--- config.mk ---
export PLATFORM = sky130hd
export DESIGN_NAME = bfloat16_rf_mul_seq
export DESIGN_NICKNAME = d
export VERILOG_FILES = /design/src/rtl/bfloat16_rf_mul_seq.sv
export SDC_FILE = /design/constraint.sdc
export NUM_CORES = 1
export LEC_CHECK = 0
export CORE_MARGIN = 3
export CORE_UTILIZATION = 25
export DETAILED_ROUTE_END_ITERATION = 8
export SLEW_MARGIN = 30
export SYNTH_ARGS = -nofsm -noshare
export SYNTH_HDL_FRONTEND = slang
export SYNTH_SLANG_ARGS = --single-unit
--- constraint.sdc ---
create_clock -name clk -period 6.2 [get_ports clk]
set_input_delay 1.86 -clock clk [delete_from_list [all_inputs] [get_ports clk]]
set_output_delay 1.86 -clock clk [all_outputs]
set_load 0.005 [all_outputs]
--- src/rtl/bfloat16_rf_mul_seq.sv ---
// Sequencer that reads two bfloat16 operands from the register file, multiplies them and writes the product back.
// Define BF16_MUL_RNE_EN for round-to-nearest-even; the default build truncates.
module bfloat16_rf_mul_seq #(
    parameter int ADDR_WIDTH = 5,
    parameter int DATA_WIDTH = 16
) (
    input  logic                  clk,
    input  logic                  rst_x,
    input  logic                  start,
    input  logic [ADDR_WIDTH-1:0] src_a,
    input  logic [ADDR_WIDTH-1:0] src_b,
    input  logic [ADDR_WIDTH-1:0] dst,
    output logic                  busy,
    output logic                  done,
    output logic [DATA_WIDTH-1:0] result,
    output logic                  rf_we,
    output logic [ADDR_WIDTH-1:0] rf_addr,
    output logic [DATA_WIDTH-1:0] rf_di,
    input  logic [DATA_WIDTH-1:0] rf_dout
);

`ifdef BF16_MUL_RNE_EN
    localparam logic RNE = 1'b1;
`else
    localparam logic RNE = 1'b0;
`endif

    typedef enum logic [2:0] {IDLE, RD_A, RD_B, CAP_B, MUL, WR, DONE} state_t;

    state_t                  state, state_next;
    logic [ADDR_WIDTH-1:0]   src_b_q, dst_q;
    logic [DATA_WIDTH-1:0]   a_reg, b_reg;
    logic [15:0]             product;

    logic                    sign, a_nan, b_nan, a_inf, b_inf, a_zero, b_zero;
    logic [7:0]              exp_a, exp_b;
    logic [6:0]              man_a, man_b, frac, frac_r;
    logic [15:0]             sig_p;
    logic signed [9:0]       exp_s, exp_n, exp_r;
    logic                    guard, sticky, inc, carry;

    always_ff @(posedge clk or negedge rst_x) begin
        if (!rst_x) state <= IDLE;
        else        state <= state_next;
    end

    always_comb begin
        state_next = state;
        case (state)
            IDLE:    if (start) state_next = RD_A;
            RD_A:    state_next = RD_B;
            RD_B:    state_next = CAP_B;
            CAP_B:   state_next = MUL;
            MUL:     state_next = WR;
            WR:      state_next = DONE;
            DONE:    state_next = IDLE;
            default: state_next = IDLE;
        endcase
    end

    assign busy  = (state != IDLE);
    assign done  = (state == DONE);
    assign rf_di = result;

    // rf_addr/rf_we are set one state early so they are registered outputs when the state is entered.
    always_ff @(posedge clk or negedge rst_x) begin
        if (!rst_x) begin
            rf_we   <= 1'b0;
            rf_addr <= '0;
            src_b_q <= '0;
            dst_q   <= '0;
            a_reg   <= '0;
            b_reg   <= '0;
            result  <= '0;
        end else begin
            case (state)
                IDLE: if (start) begin
                    rf_addr <= src_a;
                    src_b_q <= src_b;
                    dst_q   <= dst;
                end
                RD_A:  rf_addr <= src_b_q;
                RD_B:  a_reg   <= rf_dout;
                CAP_B: b_reg   <= rf_dout;
                MUL: begin
                    result  <= product;
                    rf_we   <= 1'b1;
                    rf_addr <= dst_q;
                end
                WR:      rf_we <= 1'b0;
                default: ;
            endcase
        end
    end

    always_comb begin
        sign   = a_reg[15] ^ b_reg[15];
        exp_a  = a_reg[14:7];
        exp_b  = b_reg[14:7];
        man_a  = a_reg[6:0];
        man_b  = b_reg[6:0];
        a_nan  = (exp_a == 8'hFF) && (man_a != 7'd0);
        b_nan  = (exp_b == 8'hFF) && (man_b != 7'd0);
        a_inf  = (exp_a == 8'hFF) && (man_a == 7'd0);
        b_inf  = (exp_b == 8'hFF) && (man_b == 7'd0);
        a_zero = (exp_a == 8'h00);
        b_zero = (exp_b == 8'h00);

        sig_p  = {8'd0, 1'b1, man_a} * {8'd0, 1'b1, man_b};
        exp_s  = $signed({2'b00, exp_a} + {2'b00, exp_b} - 10'd127);
        if (sig_p[15]) begin
            frac   = sig_p[14:8];
            exp_n  = exp_s + 10'sd1;
            guard  = sig_p[7];
            sticky = |sig_p[6:0];
        end else begin
            frac   = sig_p[13:7];
            exp_n  = exp_s;
            guard  = sig_p[6];
            sticky = |sig_p[5:0];
        end
        inc             = RNE & guard & (sticky | frac[0]);
        {carry, frac_r} = {1'b0, frac} + {7'd0, inc};
        exp_r           = carry ? exp_n + 10'sd1 : exp_n;

        if (a_nan || b_nan || (a_inf && b_zero) || (b_inf && a_zero))
            product = 16'h7FC0;
        else if (a_inf || b_inf)
            product = {sign, 8'hFF, 7'd0};
        else if (a_zero || b_zero)
            product = {sign, 15'd0};
        else if (exp_r >= 10'sd255)
            product = {sign, 8'hFF, 7'd0};
        else if (exp_r <= 10'sd0)
            product = {sign, 15'd0};
        else
            product = {sign, exp_r[7:0], frac_r};
    end

endmodule
Word-level counts from Yosys, hierarchy flattened --
Cells that the tools add are included.
Cells by class: bitwise logic cells 1, mux-type cells 12, equal/unequal tests 9, add/sub/neg operators 3, reductions and logical operators 23, $mul 1, $lt $le $gt $ge 2
Operators by type and width (count):
- two-way mux 15 bit | 4
- one-hot mux 3 bit (6 select lines) | 1
- == test 8 bit (second input constant) | 2
- zero test 8 bit | 2
- multiplier 8 x 8 -> 16 bit | 1
- two-way mux 16 bit | 1
- one-hot mux 5 bit (3 select lines) | 1
- zero test 7 bit | 2
- nonzero test 7 bit | 2
- adder 10 x 2 -> 10 bit (second input constant) | 1
- greater-or-equal comparator 10 x 9 -> 1 bit (second input constant) | 1
- less-or-equal comparator 10 x 1 -> 1 bit (second input constant) | 1
- two-way mux 10 bit | 1
- subtractor 9 x 7 -> 10 bit (second input constant) | 1
- adder 8 x 8 -> 9 bit | 1
- == test 3 bit (second input constant) | 3
- two-way mux 7 bit | 1
- == test 3 x 2 -> 1 bit (second input constant) | 2
- logical AND 1 bit | 6
- nonzero test 3 bit | 2
- logical OR 1 bit | 5
- two-way mux 5 bit | 1
- AND reduction 2 bit | 2
- == test 3 x 1 -> 1 bit (second input constant) | 1
- 6 further kinds | 6
Word-level totals: flip-flop bits (word level) 67, input port bits 34, output and inout port bits 40, word-level logic and storage cells 59

Longest topological paths before layout --
depth after elaboration 10, gate-level depth with buffers 22, gate-level depth less buffers 21

Least setup slack after synthesis --
OpenSTA, ideal clock, no wires.
path type reg2reg, start reg a_reg[4], end reg result[7], setup slack 0.990 ns, path buffers 1, cell stages (with the launch flop) 19, library setup time 0.065 ns, arrival 5.145 ns, cells stage by stage dfrtp_1 > and2_1 > fa_1 > fa_1 > fa_1 > inv_1 > fa_1 > inv_1 > ha_1 > a21oi_1 > o21ai_0 > o31ai_4 > xnor2_1 > buf_2 > nor2_1 > o211a_1 > a31o_2 > nor3_1 > o22a_1
Between the ends: word-level cells in the longest chain between the ends 8, elaborated cells on any way between the ends 18
Ends and longest elaborated chain:
- start: declaration | RTL line 32 | logic [DATA_WIDTH-1:0] a_reg, b_reg;
- start signal: assignment | RTL line 83 | RD_B: a_reg <= rf_dout;
- multiplier 8 x 8 -> 16 bit | RTL line 109 | sig_p = {8'd0, 1'b1, man_a} * {8'd0, 1'b1, man_b};
- two-way mux 10 bit | RTL line 111 | if (sig_p[15]) begin
- less-or-equal comparator 10 x 1 -> 1 bit | RTL line 134 | else if (exp_r <= 10'sd0)
- two-way mux 15 bit | RTL line 134
- two-way mux 15 bit | RTL line 132 | else if (exp_r >= 10'sd255)
- two-way mux 15 bit | RTL line 130 | else if (a_zero || b_zero)
- two-way mux 15 bit | RTL line 128 | else if (a_inf || b_inf)
- two-way mux 16 bit (*) | RTL line 126 | if (a_nan || b_nan || (a_inf && b_zero) || (b_inf && a_zero))
- end signal: assignment | RTL line 86 | result <= product;
- end: declaration | RTL line 15 | output logic [DATA_WIDTH-1:0] result,
Mark *: on every way between the ends. The rest lies on a longest branch, timed or not. A chain may end at the register's enable or synchronous reset.

Worst setup path in the final report --
start reg b_reg[6], end reg result[4]
Between the ends: word-level cells in the longest chain between the ends 8, elaborated cells on any way between the ends 19
Ends and longest elaborated chain:
- start: declaration | RTL line 32
- start signal: assignment | RTL line 84 | CAP_B: b_reg <= rf_dout;
- multiplier 8 x 8 -> 16 bit | RTL line 109
- two-way mux 10 bit | RTL line 111
- less-or-equal comparator 10 x 1 -> 1 bit | RTL line 134
- two-way mux 15 bit | RTL line 134
- two-way mux 15 bit | RTL line 132
- two-way mux 15 bit | RTL line 130
- two-way mux 15 bit | RTL line 128
- two-way mux 16 bit (*) | RTL line 126
Marked as above.

==> tab_implementation.tex <==
\begin{tabular}{lr}
\hline
Metric & Value \\
\hline
\multicolumn{2}{l}{\textbf{Status}} \\
Run status & finished clean \\
\multicolumn{2}{l}{\textbf{Die}} \\
Vertical die dimension & 159 um \\
Number of ports placed on the die boundary & 74 \\
Die Wd & 159 um \\
Floorplan Core Area & 22900 um\^{}2 \\
Floorplan die area & 25400 um\^{}2 \\
Initial Util & 0.257 \\
Placement Rows & 55 \\
\multicolumn{2}{l}{\textbf{Setup path}} \\
Type of destination of the critical path & flop \\
Worst EP required & 6.46 ns \\
Classification of the worst setup path & reg -> reg \\
Endpoint of the worst register-to-register path & result[4] \\
Number of cells on the worst reg-to-reg path & 20 \\
Startpoint type of the worst setup path & flop \\
Crit path DAT & 5.81 ns \\
Capturing element of the worst setup path & result[4] \\
Reg-to-reg slack, setup & 0.65 ns \\
Critical Path Fanout Max & 10 \\
Origin of the critical flop-to-flop path & b\_reg[6] \\
CP startpoint & b\_reg[6] \\
\multicolumn{2}{l}{\textbf{Synthesis}} \\
Synth Net Count & 742 \\
Cell taking the most area after synthesis & sky130\_fd\_sc\_hd\_\_dfrtp\_1 \\
Most frequently used flop master after synthesis & sky130\_fd\_sc\_hd\_\_dfrtp\_1 \\
Synthesis-stage register bit count & 67 \\
Yosys warning total & 0 \\
Count of distinct cell types in the synthesized netlist & 65 \\
Post-synth ARST share & 1.00 \\
Seq/Total Area, Yosys & 0.285 \\
Syn Area/Cell & 9.43 um\^{}2 \\
Fraction of post-synthesis cell area in the top cell type by area & 0.285 \\
Number of enable flip-flop cells after synthesis & 0 \\
Cell types with the largest area share after synthesis & sky130\_fd\_sc\_hd\_\_dfrtp\_1 (28\%), sky130\_fd\_sc\_hd\_\_fa\_1 (12\%), sky130\_fd\_sc\_hd\_\_ha\_1 (10\%), sky130\_fd\_sc\_hd\_\_mux2\_2 (8.0\%), sky130\_fd\_sc\_hd\_\_inv\_1 (4.9\%) \\
Total standard cell area after synthesis & 5880 um\^{}2 \\
Post-Synthesis Cells & 624 \\
\multicolumn{2}{l}{\textbf{Final layout}} \\
Commonest non-fill, non-tap cell in the layout & sky130\_fd\_sc\_hd\_\_inv\_1 \\
Register cell area after layout & 1680 um\^{}2 \\
Post-route cell area & 7190 um\^{}2 \\
Multi-input combinational cell area & 3750 um\^{}2 \\
Fin util & 0.314 \\
Layout overhead on the synthesized area & 22.2\% \\
Fraction of final layout cells sized beyond drive strength 1 & 0.116 \\
Net count reported at finish & 801 \\
Most used cells in the layout excluding fill and tap cells & sky130\_fd\_sc\_hd\_\_inv\_1 (77), sky130\_fd\_sc\_hd\_\_clkdlybuf4s50\_1 (72), sky130\_fd\_sc\_hd\_\_dfrtp\_1 (67) \\
\# fillers & 2391 \\
Number of inserted diodes & 0 \\
\multicolumn{2}{l}{\textbf{Clock network}} \\
\# clock sinks & 67 \\
Root buffer cell & sky130\_fd\_sc\_hd\_\_clkbuf\_16 \\
Hold-fix buffer count after cts & 0 \\
Clk pin slew, worst setup/hold paths & 0.06 ns \\
TritonCTS buffer count & 9 \\
Later-pin clock latency in the skew report & 0.33 ns \\
CTS tree & done \\
Count of buffers added by post-CTS timing repair for setup & 0 \\
Number of H-tree levels & 3 \\
Clock Path Buffers & 2 \\
\multicolumn{2}{l}{\textbf{STA}} \\
Final clock skew & 0.00969 ns \\
Setup repair after global routing missed its margin & false \\
Achievable clock frequency & 0.180 GHz \\
Minimum period implied by the final worst setup slack & 5.55 ns \\
Final setup violating endpoints & 0 \\
Period utilization & 0.896 \\
Min setup slack post-route & 0.647 ns \\
Relative slew slack & 0.395 \\
Measured slew at the worst slew-check pin & 0.905 ns \\
Max Slew Vio Count & 0 \\
Sum of negative setup slack & 0 ns \\
Final Hold Violating Endpoints & 0 \\
\multicolumn{2}{l}{\textbf{Min path}} \\
Cells on Worst Hold Path & 2 \\
Min-Delay Startpoint & rf\_we \\
Classification of the worst-slack hold path & reg -> reg \\
\multicolumn{2}{l}{\textbf{Global routing}} \\
Maximum number of pins on one net before global-route repair & 43 \\
Global-route wire length before repair & 23400 um \\
Initial antenna violation count & 0 \\
Overall Global Routing Usage & 0.111 \\
Via count of the first global-routing pass & 4650 \\
Final global-route overflow total & 0 \\
\multicolumn{2}{l}{\textbf{Placement}} \\
Placement Setup Slack & 0.444 ns \\
Final weighted congestion in routability-driven placement & 0.862 \\
Placed instance area & 6860 um\^{}2 \\
Buffers on Ports & 73 \\
HPWL after DPL & 10800 um \\
\multicolumn{2}{l}{\textbf{Route}} \\
Drt wl/cell & 13.6 um \\
Per-cell via count in the routed design & 4.49 \\
Sum of routed wire length over all layers & 13600 um \\
TritonRoute pass-1 iters & 4 \\
Routed Antenna Nets & 0 \\
DRC violation total after the first TritonRoute iteration & 243 \\
\# DRC & 0 \\
Total number of vias & 4492 \\
\multicolumn{2}{l}{\textbf{Run}} \\
Max-cap violation count & 0 \\
\hline
\end{tabular}
==> cell type report <==
type,count,share of cell area
repair buffers,77,0.105
flip-flops and latches,67,0.233
multi-input cells,449,0.521
clock buffers,10,0.0319
well taps,313,0.0545
clock inverters,6,0.0124
inverters,79,0.0413
==> cell families after synthesis <==
group	share of synthesized area
xor+xnor	0.0296
mux	0.0889
simple gates	0.161
compound gates	0.131
buf+inv	0.0802
flops	0.285
fa+ha+maj	0.225
==> synthesized netlist by cell type (2+ instances only) <==
| cell | count |
|---|---|
| sky130_fd_sc_hd__buf_2 | 2 |
| sky130_fd_sc_hd__o21ai_0 | 18 |
| sky130_fd_sc_hd__mux2_2 | 42 |
| sky130_fd_sc_hd__a211oi_1 | 3 |
| sky130_fd_sc_hd__xnor2_1 | 11 |
| sky130_fd_sc_hd__or3_1 | 2 |
| sky130_fd_sc_hd__buf_4 | 17 |
| sky130_fd_sc_hd__a21oi_1 | 26 |
| sky130_fd_sc_hd__nor4_1 | 5 |
| sky130_fd_sc_hd__or2_2 | 6 |
| sky130_fd_sc_hd__nor2_1 | 35 |
| sky130_fd_sc_hd__nand4b_1 | 2 |
| sky130_fd_sc_hd__and3_1 | 3 |
| sky130_fd_sc_hd__nand4_1 | 6 |
| sky130_fd_sc_hd__o22ai_1 | 11 |
| sky130_fd_sc_hd__fa_1 | 36 |
| sky130_fd_sc_hd__nor3_1 | 16 |
| sky130_fd_sc_hd__a221o_1 | 2 |
| sky130_fd_sc_hd__or4_1 | 4 |
| sky130_fd_sc_hd__mux2i_1 | 5 |
| sky130_fd_sc_hd__a21o_1 | 6 |
| sky130_fd_sc_hd__o21a_1 | 4 |
| sky130_fd_sc_hd__and2_1 | 32 |
| sky130_fd_sc_hd__ha_1 | 48 |
| sky130_fd_sc_hd__nand2_1 | 56 |
| sky130_fd_sc_hd__o22a_1 | 11 |
| sky130_fd_sc_hd__and4b_1 | 2 |
| sky130_fd_sc_hd__o21ai_1 | 6 |
| sky130_fd_sc_hd__clkbuf_1 | 9 |
| sky130_fd_sc_hd__nand3_1 | 9 |
| sky130_fd_sc_hd__xor2_1 | 7 |
| sky130_fd_sc_hd__dfrtp_1 | 67 |
| sky130_fd_sc_hd__clkinv_1 | 2 |
| sky130_fd_sc_hd__inv_1 | 77 |
| sky130_fd_sc_hd__o211a_1 | 2 |
| sky130_fd_sc_hd__nor2b_1 | 2 |
| sky130_fd_sc_hd__o221ai_1 | 2 |
| sky130_fd_sc_hd__a31oi_1 | 3 |
==> timing repair <==
item / in CTS / in global routing
hold endpoints to repair: 0 / 0
resized for setup: 0 / 1
endpoints found under the setup margin: 0 / 1
==> per-layer routing <==
| layer | global-route usage | share of wire | vias to the layer above | wire, um |
|---|---|---|---|---|
| li1 | - | - | 2249 | - |
| met1 | 0.144 | 0.46 | 2173 | 6330 |
| met2 | 0.185 | 0.49 | 52 | 6660 |
| met3 | 0.0166 | 0.020 | 18 | 269 |
| met4 | 0.0430 | 0.027 | 0 | 368 |
| met5 | 0 | 0 | - | 0 |
==> worst min-delay path by stage <==
stage	endpoint	slack, ns
after floorplan	rf_we	0.47
after global placement	rf_we	0.46
after detailed placement	rf_we	0.48
after CTS	rf_we	0.50
after global routing	rf_we	0.52
final	rf_we	0.50
==> metrics by stage <==
stage / hold slack, ns / cells
6_report: 0.497 / 1001
5_1_grt: 0.515 / 1001
4_1_cts: 0.496 / 1001
3_5_place_dp: 0.481 / 985
3_3_place_gp: 0.465 / 985
2_1_floorplan: 0.471 / 624
==> worst max-delay path, cell delays in order, from the launching register on <==
cell and delay (ns):
sky130_fd_sc_hd__dfrtp_1 0.47, sky130_fd_sc_hd__inv_1 0.16, sky130_fd_sc_hd__nor2_1 0.08, sky130_fd_sc_hd__fa_1 0.51
sky130_fd_sc_hd__inv_1 0.06, sky130_fd_sc_hd__fa_1 0.53, sky130_fd_sc_hd__inv_1 0.05, sky130_fd_sc_hd__fa_1 0.53
sky130_fd_sc_hd__inv_1 0.05, sky130_fd_sc_hd__fa_1 0.53, sky130_fd_sc_hd__inv_1 0.04, sky130_fd_sc_hd__ha_1 0.20
sky130_fd_sc_hd__a21oi_1 0.16, sky130_fd_sc_hd__o21ai_0 0.22, sky130_fd_sc_hd__o31ai_4 0.52, sky130_fd_sc_hd__xnor2_2 0.27
sky130_fd_sc_hd__a21oi_1 0.12, sky130_fd_sc_hd__o221a_2 0.33, sky130_fd_sc_hd__a31oi_1 0.23, sky130_fd_sc_hd__nand4_2 0.23
sky130_fd_sc_hd__o21ai_1 0.19
Power is not shown: default switching activity piles up to over one toggle a cycle in this logic, so the estimate is an artifact.
